--- src/rtl/maindec_fsm.sv ---
// Multicycle RV32I main decoder FSM.
// Sequences FETCH/DECODE/execute/writeback and drives datapath control.
module maindec_fsm #(
  parameter bit EN_JALR  = 1'b1,
  parameter bit EN_UPPER = 1'b1,
  parameter bit MEM_WAIT = 1'b0
) (
  input  logic       clk,
  input  logic       reset,
  input  logic [6:0] op,
  input  logic       MemReady,
  output logic       RegWrite,
  output logic       MemWrite,
  output logic       IRWrite,
  output logic       PCUpdate,
  output logic       Branch,
  output logic       AdrSrc,
  output logic [1:0] ALUSrcA,
  output logic [1:0] ALUSrcB,
  output logic [1:0] ResultSrc,
  output logic [1:0] ALUOp,
  output logic [2:0] ImmSrc,
  output logic       IllegalOp
);

  localparam logic [6:0] OP_LW    = 7'b0000011;
  localparam logic [6:0] OP_SW    = 7'b0100011;
  localparam logic [6:0] OP_R     = 7'b0110011;
  localparam logic [6:0] OP_I     = 7'b0010011;
  localparam logic [6:0] OP_BEQ   = 7'b1100011;
  localparam logic [6:0] OP_JAL   = 7'b1101111;
  localparam logic [6:0] OP_JALR  = 7'b1100111;
  localparam logic [6:0] OP_LUI   = 7'b0110111;
  localparam logic [6:0] OP_AUIPC = 7'b0010111;

  localparam logic [3:0] S_FETCH   = 4'd0;
  localparam logic [3:0] S_DECODE  = 4'd1;
  localparam logic [3:0] S_MEMADR  = 4'd2;
  localparam logic [3:0] S_MEMREAD = 4'd3;
  localparam logic [3:0] S_MEMWB   = 4'd4;
  localparam logic [3:0] S_MEMWR   = 4'd5;
  localparam logic [3:0] S_EXECR   = 4'd6;
  localparam logic [3:0] S_EXECI   = 4'd7;
  localparam logic [3:0] S_LUI     = 4'd8;
  localparam logic [3:0] S_JALRADR = 4'd9;
  localparam logic [3:0] S_JAL     = 4'd10;
  localparam logic [3:0] S_ALUWB   = 4'd11;
  localparam logic [3:0] S_BEQ     = 4'd12;

  logic [3:0] r_state;
  logic [3:0] w_next;
  logic [3:0] w_dec;
  logic       w_legal;
  logic       w_rdy;

  assign w_rdy = MemReady | ~MEM_WAIT;

  // State register; reset aborts any instruction in flight.
  always_ff @(posedge clk or posedge reset) begin
    if (reset) r_state <= S_FETCH;
    else       r_state <= w_next;
  end

  // Opcode dispatch target and legality, used only in DECODE.
  always_comb begin
    w_dec   = S_FETCH;
    w_legal = 1'b1;
    case (op)
      OP_LW,
      OP_SW:    w_dec = S_MEMADR;
      OP_R:     w_dec = S_EXECR;
      OP_I:     w_dec = S_EXECI;
      OP_BEQ:   w_dec = S_BEQ;
      OP_JAL:   w_dec = S_JAL;
      OP_JALR: begin
        if (EN_JALR) w_dec = S_JALRADR;
        else         w_legal = 1'b0;
      end
      OP_LUI: begin
        if (EN_UPPER) w_dec = S_LUI;
        else          w_legal = 1'b0;
      end
      OP_AUIPC: begin
        if (EN_UPPER) w_dec = S_ALUWB;
        else          w_legal = 1'b0;
      end
      default:  w_legal = 1'b0;
    endcase
  end

  // Next-state logic; unused encodings fall back to FETCH.
  always_comb begin
    w_next = S_FETCH;
    case (r_state)
      S_FETCH:   w_next = w_rdy ? S_DECODE : S_FETCH;
      S_DECODE:  w_next = w_dec;
      S_MEMADR:  w_next = (op == OP_LW) ? S_MEMREAD : S_MEMWR;
      S_MEMREAD: w_next = w_rdy ? S_MEMWB : S_MEMREAD;
      S_MEMWB:   w_next = S_FETCH;
      S_MEMWR:   w_next = w_rdy ? S_FETCH : S_MEMWR;
      S_EXECR:   w_next = S_ALUWB;
      S_EXECI:   w_next = S_ALUWB;
      S_LUI:     w_next = S_ALUWB;
      S_JALRADR: w_next = S_JAL;
      S_JAL:     w_next = S_ALUWB;
      S_ALUWB:   w_next = S_FETCH;
      S_BEQ:     w_next = S_FETCH;
      default:   w_next = S_FETCH;
    endcase
  end

  // Per-state datapath control; only FETCH loads are gated by memory.
  always_comb begin
    RegWrite  = 1'b0;
    MemWrite  = 1'b0;
    IRWrite   = 1'b0;
    PCUpdate  = 1'b0;
    Branch    = 1'b0;
    AdrSrc    = 1'b0;
    ALUSrcA   = 2'b00;
    ALUSrcB   = 2'b00;
    ResultSrc = 2'b00;
    ALUOp     = 2'b00;
    IllegalOp = 1'b0;
    case (r_state)
      S_FETCH: begin
        ALUSrcB   = 2'b10;
        ResultSrc = 2'b10;
        IRWrite   = w_rdy & ~reset;
        PCUpdate  = w_rdy & ~reset;
      end
      S_DECODE: begin
        ALUSrcA   = 2'b01;
        ALUSrcB   = 2'b01;
        IllegalOp = ~w_legal;
      end
      S_MEMADR: begin
        ALUSrcA = 2'b10;
        ALUSrcB = 2'b01;
      end
      S_MEMREAD: AdrSrc = 1'b1;
      S_MEMWB: begin
        ResultSrc = 2'b01;
        RegWrite  = 1'b1;
      end
      S_MEMWR: begin
        AdrSrc   = 1'b1;
        MemWrite = 1'b1;
      end
      S_EXECR: begin
        ALUSrcA = 2'b10;
        ALUOp   = 2'b10;
      end
      S_EXECI: begin
        ALUSrcA = 2'b10;
        ALUSrcB = 2'b01;
        ALUOp   = 2'b10;
      end
      S_LUI: begin
        ALUSrcA = 2'b11;
        ALUSrcB = 2'b01;
      end
      S_JALRADR: begin
        ALUSrcA = 2'b10;
        ALUSrcB = 2'b01;
      end
      S_JAL: begin
        ALUSrcA  = 2'b01;
        ALUSrcB  = 2'b10;
        PCUpdate = 1'b1;
      end
      S_ALUWB: RegWrite = 1'b1;
      S_BEQ: begin
        ALUSrcA = 2'b10;
        ALUOp   = 2'b01;
        Branch  = 1'b1;
      end
      default: ;
    endcase
  end

  // Immediate format follows the opcode directly.
  always_comb begin
    ImmSrc = 3'b000;
    case (op)
      OP_SW:     ImmSrc = 3'b001;
      OP_BEQ:    ImmSrc = 3'b010;
      OP_JAL:    ImmSrc = 3'b011;
      OP_LUI,
      OP_AUIPC:  ImmSrc = 3'b100;
      default:   ImmSrc = 3'b000;
    endcase
  end

endmodule

--- config.mk ---
export PLATFORM = sky130hd
export DESIGN_NAME = maindec_fsm
export DESIGN_NICKNAME = d
export VERILOG_FILES = /design/src/rtl/maindec_fsm.sv
export SDC_FILE = /design/constraint.sdc
export NUM_CORES = 1
export LEC_CHECK = 0
export ABC_AREA = 1
export CAP_MARGIN = 20
export CORE_MARGIN = 2
export CORE_UTILIZATION = 40
export CTS_CLUSTER_DIAMETER = 80
export DETAILED_ROUTE_END_ITERATION = 6
export GPL_ROUTABILITY_DRIVEN = 0
export PLACE_DENSITY = 0.77
export SKIP_LAST_GASP = 1
export SYNTH_ARGS = -nofsm -noshare
export SYNTH_HDL_FRONTEND = slang
export SYNTH_SLANG_ARGS = --single-unit
--- constraint.sdc ---
create_clock -name clk -period 1.4 [get_ports clk]
set_clock_uncertainty 0.15 [all_clocks]
set_input_delay 0.14 -clock clk [delete_from_list [all_inputs] [get_ports clk]]
set_output_delay 0.14 -clock clk [all_outputs]
set_load 0.05 [all_outputs]
==> key figures, run 1 <==
Outcome
  – Outcome: aborted with a tool error
  – Last stage: 3_5_place_dp
  – Halt Reason: [ERROR DPL-0033] detailed placement checks failed during check placement.

Synthesis
  – Asr flop ratio synth: 1.00
  – Yosys reg bits: 4
  – Main area contributors after synthesis: dfrtp_1 17%, nand2_1 15%, nor2_2 8.5%, inv_1 8.3%, nor2_4 5.7%
  – Yosys cell types: 23
  – Post-synthesis cell area: between 500 and 600 um2
  – Post-Syn Instances: 94
  – Post-Syn Nets: 104
  – Synth Flop Type: dfrtp_1
  – Mapped Avg Cell Area: 6.27 um2
  – Yosys top cell area share: 0.170
  – Top cells by count, synth: 23 x nand2_1, 13 x inv_1, 8 x nor2_1, 8 x nor2_2, 6 x inv_2
  – Count leader, synth: nand2_1
  – Post-synthesis sequential area ratio: 0.170
  – Area leader, netlist: dfrtp_1
  – Number of synthesized flops with an enable pin: 0
  – Total number of yosys warnings: 0

Floorplanning
  – Initial core utilization: 0.442
  – Die Width: 42.4 um
  – # IOs: 28
  – Die span in y: about 42 um
  – Row cnt: 13

Placement
  – I/O Buffers: 26
  – Post-detail-place hpwl: 2.78 mm
[through the flow]
step           setup TNS [ps]  setup slack, ps  instance area (um2)  instances
3_3_place_gp            -1910             -298                 1330        163
2_1_floorplan           -2390             -378                  668         94
[cell families after synthesis]
kind of cell,after synthesis,share of synthesized area
flops,4,0.170
simple gates,59,0.552
compound gates,10,0.123
buf+inv,21,0.155
==> run 2: changes to the inputs <==
--- a/config.mk
+++ b/config.mk
@@ -7,12 +7,11 @@
 export LEC_CHECK = 0
 export ABC_AREA = 1
 export CAP_MARGIN = 20
-export CORE_MARGIN = 2
-export CORE_UTILIZATION = 40
-export CTS_CLUSTER_DIAMETER = 80
+export CORE_AREA = 2 2 63 65
 export DETAILED_ROUTE_END_ITERATION = 6
+export DIE_AREA = 0 0 65 67
 export GPL_ROUTABILITY_DRIVEN = 0
-export PLACE_DENSITY = 0.77
+export PLACE_DENSITY_LB_ADDON = 0.15
 export SKIP_LAST_GASP = 1
 export SYNTH_ARGS = -nofsm -noshare
 export SYNTH_HDL_FRONTEND = slang
==> run 2 against run 1 <==
  * The flow now finishes, with violations (negative setup slack)
  * Synthesized area unchanged
  * Synthesized cell count unchanged
==> key figures, run 2 <==
Outcome
  – Outcome: finished with violations (was aborted with a tool error)
  – Failing checks: negative setup slack

Cells and area
  – Largest register by flop count: r_state
  – Area occupied by multi-input gates: 584 um2
  – Layout Cells excl Fill: approximately 220
  – Largest register FFs: 4
  – Commonest non-fill, non-tap cell in the layout: buf_4
  – Layout cells sized above 1: 0.738
  – Post-layout nets: 180
  – Commonest non-fill, non-tap cells in the layout: 37 x buf_4, 18 x nand2_1, 18 x buf_12
  – Register Area: approximately 110 um2
  – Largest regs: r_state: 4 flops
  – Filler instances: 360
  – Layout area overhead: 188%
  – # diodes: 0

Setup path
  – Buffers and inverters on the worst path: 2
  – Worst Path Arrival: 1410 ps
  – Worst R2R Start: r_state[3]$_DFF_PP0_
  – Top delay family on crit path: flip-flops
  – Critical R2R Capture: r_state[1]$_DFF_PP0_
  – Worst Reg-to-Reg Cells: 9
  – WS Path Type: reg2out
  – Most common cell on crit path: nor2_4
  – Max incr delay on CP: about 440 ps
  – Crit start category: flip-flop
  – Crit path capture type: output pin
  – Crit path from: r_state[2]$_DFF_PP0_
  – Flop-to-flop setup slack: -110 ps
  – Critical Path Stages: 6
  – Worst Setup EP: ALUSrcB[0]
  – Critical Path RT: around 1100 ps
  – Crit-path cells: nor2_4 -> inv_2 -> nor2_4 -> a21oi_2 -> o211ai_1 -> buf_12
  – Slowest cell on crit path: dfrtp_2
  – Worst-path maximum fanout: 4

Global route
  – Largest net degree at the start of global routing: 7
  – Vias in the first global route: 805
  – Initial antenna violation count: 0
  – Overall Global Routing Usage: 0.0955
  – Total grt overflow: 0
  – First-pass GRT wire length: approximately 3.3 mm

Drt
  – Vias: roughly 860
  – Initial DRC count: 6
  – Drt pass-1 iters: 4
  – Detailed-route wire length: 2.03 mm
  – Drt drc: 0
  – DR vias/cell: around 4.0
  – Final ANT Viol Nets: 0
  – Wire per inst: about 9.4 um

Placement
  – I/O Buffers: 26 (unchanged)
  – Placed Instances: ~200
  – Post-detail-place hpwl: 1.62 mm (was 2.78 mm)

STA
  – Max-slew headroom: 0.819
  – RSZ-0062 raised after global routing: true
  – Final Slew Violations: 0
  – Final-report hold violation count: 0
  – Worst-margin pin slew: 271 ps
  – Final setup vio count: 17
  – Final Critical Period: 1700 ps
  – Final Cycle Share: 1.21
  – Final worst slack: -298 ps
  – Highest achievable clock rate: 0.589 GHz
  – Worst hold slack: around 130 ps

Clock network
  – Reg clk slew, reported paths: 30 ps
  – Hold buffer count at cts: 0
  – Number of CTS-inserted buffers: 3
  – Max Root-Sink Buffers: 2
  – Clk sinks: 4
  – CTS tree: done
  – Root Buffer: clkbuf_8
  – Clock Latency Late Sink: 220 ps
  – H-tree levels: 1

Synthesis
  – Number of synthesized flops with an enable pin: 0 (unchanged)
  – Count leader, synth: nand2_1 (unchanged)
  – Asr flop ratio synth: 1.00 (unchanged)
  – Area leader, netlist: dfrtp_1 (unchanged)
  – Post-Syn Instances: 94 (unchanged)
  – Yosys cell types: 23 (unchanged)
  – Yosys reg bits: 4 (unchanged)
  – Mapped Avg Cell Area: 6.27 um2 (unchanged)
  – Total number of yosys warnings: 0 (unchanged)
  – Main area contributors after synthesis: dfrtp_1 17%, nand2_1 15%, nor2_2 8.5%, inv_1 8.3%, nor2_4 5.7% (unchanged)
  – Top cells by count, synth: 23 x nand2_1, 13 x inv_1, 8 x nor2_1, 8 x nor2_2, 6 x inv_2 (unchanged)
  – Post-Syn Nets: 104 (unchanged)
  – Post-synthesis sequential area ratio: 0.170 (unchanged)
  – Yosys top cell area share: 0.170 (unchanged)
  – Post-synthesis cell area: 589 um2 (unchanged)
  – Synth Flop Type: dfrtp_1 (unchanged)

Floorplanning
  – DIE AREA: about 0.0044 mm2
  – # IOs: 28 (unchanged)
  – Die Width: 65 um (was 42.4 um)
  – Die span in y: 67 um (was 42.4 um)
  – Row cnt: 22 (was 13)
  – Core footprint: around 0.0036 mm2
  – Initial core utilization: 0.163 (was 0.442)

Power and ir drop
  – Net Sw Power: between 1500 and 2000 uW
  – Leak: about 0.0008 uW
  – Clk pwr share: 0.063
  – Int Pwr: between 1500 and 2000 uW
  – Net Sw Frac: 0.498
  – Peak VDD IR: about 0.93 mV
  – Comb pwr share: 0.866
  – Sequential group share of total power: 0.071
  – Cell Pwr Density: about 2200 mW/mm2

Worst hold path
  – Worst hold path class: in2async

Run
  – Max-Cap Viols: 0
[run 2: cell counts after synthesis]
Identical to the previous run, type by type.
[run 2: layout make-up]
type / instances / share of cell area
Multi-Input combinational cell: 69 / 0.344
Sequential cell: 4 / 0.0619
Tap cell: 48 / 0.0354
Timing Repair Buffer: 72 / 0.482
Clock buffer: 3 / 0.0243
Inverter: 20 / 0.0516
[run 2: worst min path at each step]
| stage | end | slack, ps | depth (start not counted) |
|---|---|---|---|
| finish | r_state[1]$_DFF_PP0_ | 130 | 2 |
| global route | r_state[1]$_DFF_PP0_ | 170 | 2 |
| CTS | r_state[1]$_DFF_PP0_ | 140 | 2 |
| detailed placement | r_state[0]$_DFF_PP0_ | 360 | 2 |
| global placement | r_state[0]$_DFF_PP0_ | 350 | 2 |
| floorplan | r_state[0]$_DFF_PP0_ | -240 | 1 |
[run 2: repair_timing]
action	4_1_cts	5_1_grt
setup buffers	9	8
gates resized for setup	40	15
setup endpoints to repair	20	19
pin swaps	13	12
[run 2: cells by family after synthesis]
logic type / Yosys count / synth area share
buf+inv: 21 / 0.155
simple gates: 59 / 0.552
flops: 4 / 0.170
compound gates: 10 / 0.123
[run 2: layer usage]
layer,vias up,GRT usage,routed length (um),share of wire
met5,-,0,0,0
met2,24,0.195,1160,0.57
li1,444,-,-,-
met4,0,0.0399,55,0.027
met1,387,0.0949,708,0.35
met3,6,0.0135,106,0.052
[run 2: stage by stage]
step	TNS, ps	power [uW]	instance area [um2]	util	setup WS, ps
after floorplan	-2390	1820	668	-	-378
after global routing	-4270	3990	1700	0.471	-354
final	-3370	3810	1700	0.471	-298
after detailed placement	-2630	3180	1380	0.381	-356
after global placement	-2470	3170	1380	0.381	-332
after CTS	-3400	3700	1600	0.443	-290
[run 2: power by group through the flow]
stage / Clock (uW) / Combinational (uW) / Sequential [uW]
5_1_grt: 251 / 3460 / 278
6_report: 239 / 3300 / 270
3_3_place_gp: 0 / 2920 / 255
4_1_cts: 243 / 3190 / 266
2_1_floorplan: 0 / 1610 / 216
3_5_place_dp: 0 / 2930 / 258
Power figures use the tool's default switching activity.
